**config.mk**
```make
export PLATFORM = sky130hd
export DESIGN_NAME = down_counter_timer
export DESIGN_NICKNAME = d
export VERILOG_FILES = /design/src/rtl/down_counter_timer.sv
export SDC_FILE = /design/constraint.sdc
export NUM_CORES = 1
export LEC_CHECK = 0
export ABC_AREA = 1
export CORE_MARGIN = 2
export CORE_UTILIZATION = 41
export DETAILED_ROUTE_END_ITERATION = 8
export HOLD_SLACK_MARGIN = 0.15
export PLACE_DENSITY = 0.73
export SYNTH_ARGS = -nofsm -noshare
export SYNTH_HDL_FRONTEND = slang
export SYNTH_SLANG_ARGS = --single-unit
```
**constraint.sdc**
```tcl
create_clock -name clk -period 1.1 [get_ports clk]
set_input_delay 0.275 -clock clk [delete_from_list [all_inputs] [get_ports clk]]
set_output_delay 0.275 -clock clk [all_outputs]
set_load 0.005 [all_outputs]
```
**src/rtl/down_counter_timer.sv**
```systemverilog
// Programmable synchronous down-counter/timer with one-shot and auto-reload modes.
// Emits a single-cycle registered terminal-count pulse when the count reaches zero.
module down_counter_timer #(
    parameter int unsigned WIDTH = 3
) (
    input  logic             clk,
    input  logic             res,
    input  logic             load,
    input  logic [WIDTH-1:0] load_val,
    input  logic             start,
    input  logic             stop,
    input  logic             en,
    input  logic             auto_reload,
    output logic [WIDTH-1:0] count,
    output logic             tc,
    output logic             busy,
    output logic             done
);

    typedef enum logic [1:0] {
        StIdle = 2'd0,
        StRun  = 2'd1,
        StDone = 2'd2
    } state_e;

    localparam logic [WIDTH-1:0] ZeroVal = '0;
    localparam logic [WIDTH-1:0] OneVal  = {{(WIDTH-1){1'b0}}, 1'b1};

    state_e           r_state;
    logic [WIDTH-1:0] r_count;
    logic [WIDTH-1:0] r_reload;
    logic             r_mode;
    logic             r_tc;

    state_e           w_state_d;
    logic [WIDTH-1:0] w_count_d;
    logic [WIDTH-1:0] w_reload_d;
    logic             w_mode_d;
    logic             w_tc_d;

    always_ff @(posedge clk) begin
        if (!res) begin
            r_state  <= StIdle;
            r_count  <= '0;
            r_reload <= '0;
            r_mode   <= 1'b0;
            r_tc     <= 1'b0;
        end else begin
            r_state  <= w_state_d;
            r_count  <= w_count_d;
            r_reload <= w_reload_d;
            r_mode   <= w_mode_d;
            r_tc     <= w_tc_d;
        end
    end

    // Priority: load > stop > start > counting. tc defaults low so it never stretches.
    always_comb begin
        w_state_d  = r_state;
        w_count_d  = r_count;
        w_reload_d = r_reload;
        w_mode_d   = r_mode;
        w_tc_d     = 1'b0;

        if (load) begin
            w_reload_d = load_val;
            w_count_d  = load_val;
            w_state_d  = StIdle;
        end else if (stop && (r_state != StIdle)) begin
            w_state_d = StIdle;
        end else if (start && (r_state != StRun)) begin
            w_mode_d  = auto_reload;
            w_count_d = r_reload;
            if (r_reload != ZeroVal) begin
                w_state_d = StRun;
            end else begin
                // Zero reload terminates immediately in either mode.
                w_state_d = StDone;
                w_tc_d    = 1'b1;
            end
        end else if ((r_state == StRun) && en) begin
            if (r_count > OneVal) begin
                w_count_d = r_count - OneVal;
            end else if (r_count == OneVal) begin
                w_count_d = '0;
                w_tc_d    = 1'b1;
                if (!r_mode) begin
                    w_state_d = StDone;
                end
            end else begin
                // Count of zero in RUN only occurs in auto-reload mode.
                w_count_d = r_reload;
            end
        end
    end

    assign count = r_count;
    assign tc    = r_tc;
    assign busy  = (r_state == StRun);
    assign done  = (r_state == StDone);

endmodule

```
* After elaboration in Yosys (flattened, before gate mapping)
Index checks and enable logic that the tools add are counted.
Cells by class: $lt $le $gt $ge 1, eq/ne operators 7, reductions and logical operators 12, add/subtract/negate cells 1, bitwise logic cells 3, mux-type cells 17
Operators by type and width (number):
- two-way mux 3 bit | 6
- two-way mux 2 bit | 6
- nonzero test 2 bit | 3
- nonzero test 3 bit | 2
- two-way mux 1 bit | 5
- inequality test 2 x 1 -> 1 bit (second input constant) | 2
- inequality test 2 bit (second input constant) | 2
- AND reduction 4 bit | 1
- equality test 3 x 1 -> 1 bit (second input constant) | 1
- > comparator 3 x 1 -> 1 bit (second input constant) | 1
- logical AND 1 bit | 3
- NOT 1 bit | 3
- AND reduction 3 bit | 1
- OR reduction 3 bit | 1
- subtractor 3 x 1 -> 3 bit (second input constant) | 1
- equality test 2 x 1 -> 1 bit (second input constant) | 1
- equality test 2 bit (second input constant) | 1
- AND reduction 2 bit | 1
Word-level totals: output and inout port bits 6, register bits after elaboration 10

* Logic depth before layout (Yosys ltp)
depth after elaboration 7, mapped depth 9, depth with buffers taken out 9

* Least setup slack after synthesis
OpenSTA, ideal clock, no wires.
path type reg-to-reg, start point register r_count[0], in the netlist count[0], end point register r_count[2], in the netlist count[2], arrival 1.020 ns, stages on the path, launching flop included 9, path slack -0.034 ns, data required time 0.985 ns, cells stage by stage dfxtp_1 -> inv_1 -> ha_1 -> xnor2_1 -> nor2_1 -> nand3_1 -> nand2_1 -> nor2_1 -> nor2_1
Between the ends: word-level cells in the longest chain between the ends 7
Ends and longest elaborated chain:
- start, declared | line 30 | logic [WIDTH-1:0] r_count;
- start signal, assigned | line 50 | r_count <= w_count_d;
- parallel branches: the longest is 2 deep, another holds subtractor 3 x 1 -> 3 bit
- two-way mux 3 bit * | line 82 | if (r_count > OneVal) begin
- two-way mux 3 bit * | line 81 | end else if ((r_state == StRun) && en) begin
- two-way mux 3 bit * | line 71 | end else if (start && (r_state != StRun)) begin
- two-way mux 3 bit * | line 69 | end else if (stop && (r_state != StIdle)) begin
- two-way mux 3 bit * | line 65 | if (load) begin
Mark *: on every way between the ends. The select of a mux whose other input is x is not followed. A chain may end at the register's enable or synchronous reset.

* Worst setup path in the final report
start point register r_state[1], end point output port done
Between the ends: word-level cells in the longest chain between the ends 1
Ends and longest elaborated chain:
- start, declared | line 29 | state_e r_state;
- start signal, assigned | line 43 | r_state <= StIdle;
- start signal, assigned | line 49 | r_state <= w_state_d;
- equality test 2 bit | line 100 | assign done = (r_state == StDone);
- end, declared | line 17 | output logic done
Every way passes these cells.

==> impl_metrics.json <==
{
  "core_area_mm2": 0.00135,
  "drv_cap": 0,
  "synth-seq-area-share": 0.329,
  "yosysTopAreaCellShare": 0.329,
  "reg2reg_slack_ns": -0.13,
  "antenna_found_initial": 0,
  "dp_cells": 137,
  "drc_errors": 0,
  "path_buf_inv": 3,
  "fin_crit_ns": 1.25,
  "synth_cells": 93,
  "p_per_area_mw_per_mm2": 991,
  "fill_cells": 96,
  "cp_data_required_time_ns": 0.82,
  "rsz0062_at_grt": "yes",
  "setup_violations": 9,
  "synth_edf_count": 0,
  "port_buffers": 15,
  "grt.overflow.total": 0,
  "grt_max_degree": 9,
  "outcome": "complete, but fails checks",
  "worstPathCellList": "inv_2 > buf_4 > nor2_1 > buf_2",
  "synthesis.area_um2": 608,
  "clk_pin_slew_ns": 0.07,
  "avgSynthCellArea_um2": 6.54,
  "htreeDepth": 1,
  "synth.distinct_cells": 18,
  "crit_path_end_kind": "primary output",
  "cts_tree": "yes",
  "ioPinCount": 16,
  "dr.pass1.iters": 4,
  "synth_ff_type": "dfxtp_1",
  "synthToLayoutAreaGrowth_pct": 73.3,
  "row_count": 13,
  "cp.depth": 4,
  "syn-num-nets": 105,
  "cp_slowest_cell": "dfxtp_2",
  "grt_pass1_vias": 639,
  "drtAntennaViolNets": 0,
  "cts_made_buffers": 3,
  "fin_ws_ns": -0.146,
  "fin_crit_sh": 1.13,
  "crit_type": "flip-flop to primary output",
  "dpl_cell_area_um2": 885,
  "slew_violations": 0,
  "r2r-end": "count[2]$_SDFFE_PN0P_",
  "fin_tns_setup_ns": -0.910,
  "synth_top_area_cell": "dfxtp_1",
  "synth_warnings": 0,
  "nets": 149,
  "fin_cells": 150,
  "antenna-diode-count": 0,
  "clock-sinks": 10,
  "total_leakage_power_uw": 0.000517,
  "die_h_um": 42.5,
  "root_buffer": "clkbuf_4",
  "ys_ff_latch": 10,
  "drt_iter0_markers": 18,
  "viasPerCell": 4.84,
  "worst-slew-pin-transition_ns": 0.214,
  "die_w_um": 42.5,
  "fmax_mhz": 803,
  "finalInstanceArea_mm2": 0.00105,
  "synth_area_leaders": "dfxtp_1 (33%), nand2_1 (11%), inv_1 (9.9%)",
  "cts_max_path_buffers": 2,
  "insertion_delay_ns": 0.27,
  "dieArea_mm2": 0.00181,
  "start_kind": "flip-flop",
  "cp.arrival_ns": 0.97,
  "worstPathMaxFanout": 3,
  "finalHoldViolations": 0,
  "maxSlewHeadroom": 0.857,
  "dp_hpwl_um": 1100,
  "peakVddDrop_uv": 803,
  "cpLargestDelayFamily": "flip-flops",
  "ys_async_sr_fraction": 0,
  "clock-skew-final_ns": 0.0125,
  "critPathLaunch": "r_state[1]$_SDFFE_PP0P_",
  "reg2reg_from": "r_state[0]$_SDFFE_PP0P_",
  "start_util": 0.450,
  "critical_path.max_stage_delay_ns": 0.34,
  "grt_first_pass_wirelength_um": 2560,
  "vias": 726,
  "cts_hold_buf": 0,
  "post-synth-top-count-cell": "nand2_1",
  "r2r_cells": 8,
  "routabilityCongestion": 0.870,
  "violations": "negative setup slack",
  "hp-class": "flip-flop to flip-flop",
  "post_drt_wl_per_cell_um": 10.6,
  "layout-drive-gt1-share": 0.452,
  "routed_wl_um": 1590,
  "synth_commonest_cells": "nand2_1 (18), inv_1 (16), nor2_1 (16)",
  "crit_path_end": "done",
  "grtUsageTotal": 0.184
}
[sequential cells by signal, summed over array words and instances (netlist names)]
signal,count
count,3
r_reload,3
r_state,2
r_mode,1
tc,1
[layer usage]
metal  global-route usage  wire length, µm
met1                0.251              755
met2                0.298              762
met4               0.0188                8
met5                    0                0
met3               0.0517               62
[repair_timing]
item | 4_1_cts | 5_1_grt
endpoints found under the setup margin | 13 | 11
pin swaps | 9 | 14
gates resized for setup | 29 | 13
buffers inserted | 7 | 3
cloned | 0 | 0
[tightest hold or removal path, stage by stage (launching register included)]
cell	delay (ns)
dfxtp_1	0.31
nand2_1	0.06
a21oi_1	0.05
[layout make-up]
class                           instances  area (µm²)  area share
Multi-Input combinational cell         65         409       0.388
Tap cell                               15        18.8      0.0178
Inverter                               18        67.6      0.0641
Clock buffer                            3        22.5      0.0214
Timing Repair Buffer                   39         327       0.310
Sequential cell                        10         209       0.198
[report_power, final]
part	internal, µW	switching (µW)
clock	126	130
combinational	206	180
sequential	387	14.2
total	720	324
[stage by stage]
step                hold WS (ns)   util  setup slack [ns]  power [µW]
finish                     0.461  0.780            -0.146        1040
global route               0.491  0.780            -0.249        1100
CTS                        0.464  0.738            -0.134        1000
detailed placement         0.455  0.655            -0.323         709
global placement           0.444  0.655            -0.291         704
floorplan                  0.410      -            0.0101         562
[how the worst min path moves through the flow]
stage | startpoint | end | slack, ns | cells after the start
after floorplan | start | r_state[0]$_SDFFE_PP0P_ | 0.41 | 2
after global placement | r_reload[0]$_SDFFE_PN0P_ | r_reload[0]$_SDFFE_PN0P_ | 0.44 | 2
after detailed placement | r_reload[0]$_SDFFE_PN0P_ | r_reload[0]$_SDFFE_PN0P_ | 0.46 | 2
after CTS | r_reload[0]$_SDFFE_PN0P_ | r_reload[0]$_SDFFE_PN0P_ | 0.46 | 2
after global routing | r_reload[0]$_SDFFE_PN0P_ | r_reload[0]$_SDFFE_PN0P_ | 0.49 | 2
final | r_reload[0]$_SDFFE_PN0P_ | r_reload[0]$_SDFFE_PN0P_ | 0.46 | 2
[logic make-up after synthesis]
logic type / count (synthesis) / synth area share
XOR/XNOR: 1 / 0.0144
AND/OR/NAND/NOR: 52 / 0.412
adder cells (fa/ha/maj): 2 / 0.0411
buffers and inverters: 18 / 0.111
flip-flops: 10 / 0.329
AO/OA/AOI/OAI: 10 / 0.0926
[cell usage in the layout, fill, tap and decap left out, types with 4 or more instances in the layout]
cell type,count
clkdlybuf4s50_1,9
nand2_2,7
nor2_1,15
nand3_1,4
o21ai_1,5
a21oi_1,4
nand2_1,15
dfxtp_2,4
dfxtp_1,5
nand3_2,4
buf_4,21
inv_2,6
inv_1,12
Power figures use the tool's default switching activity.
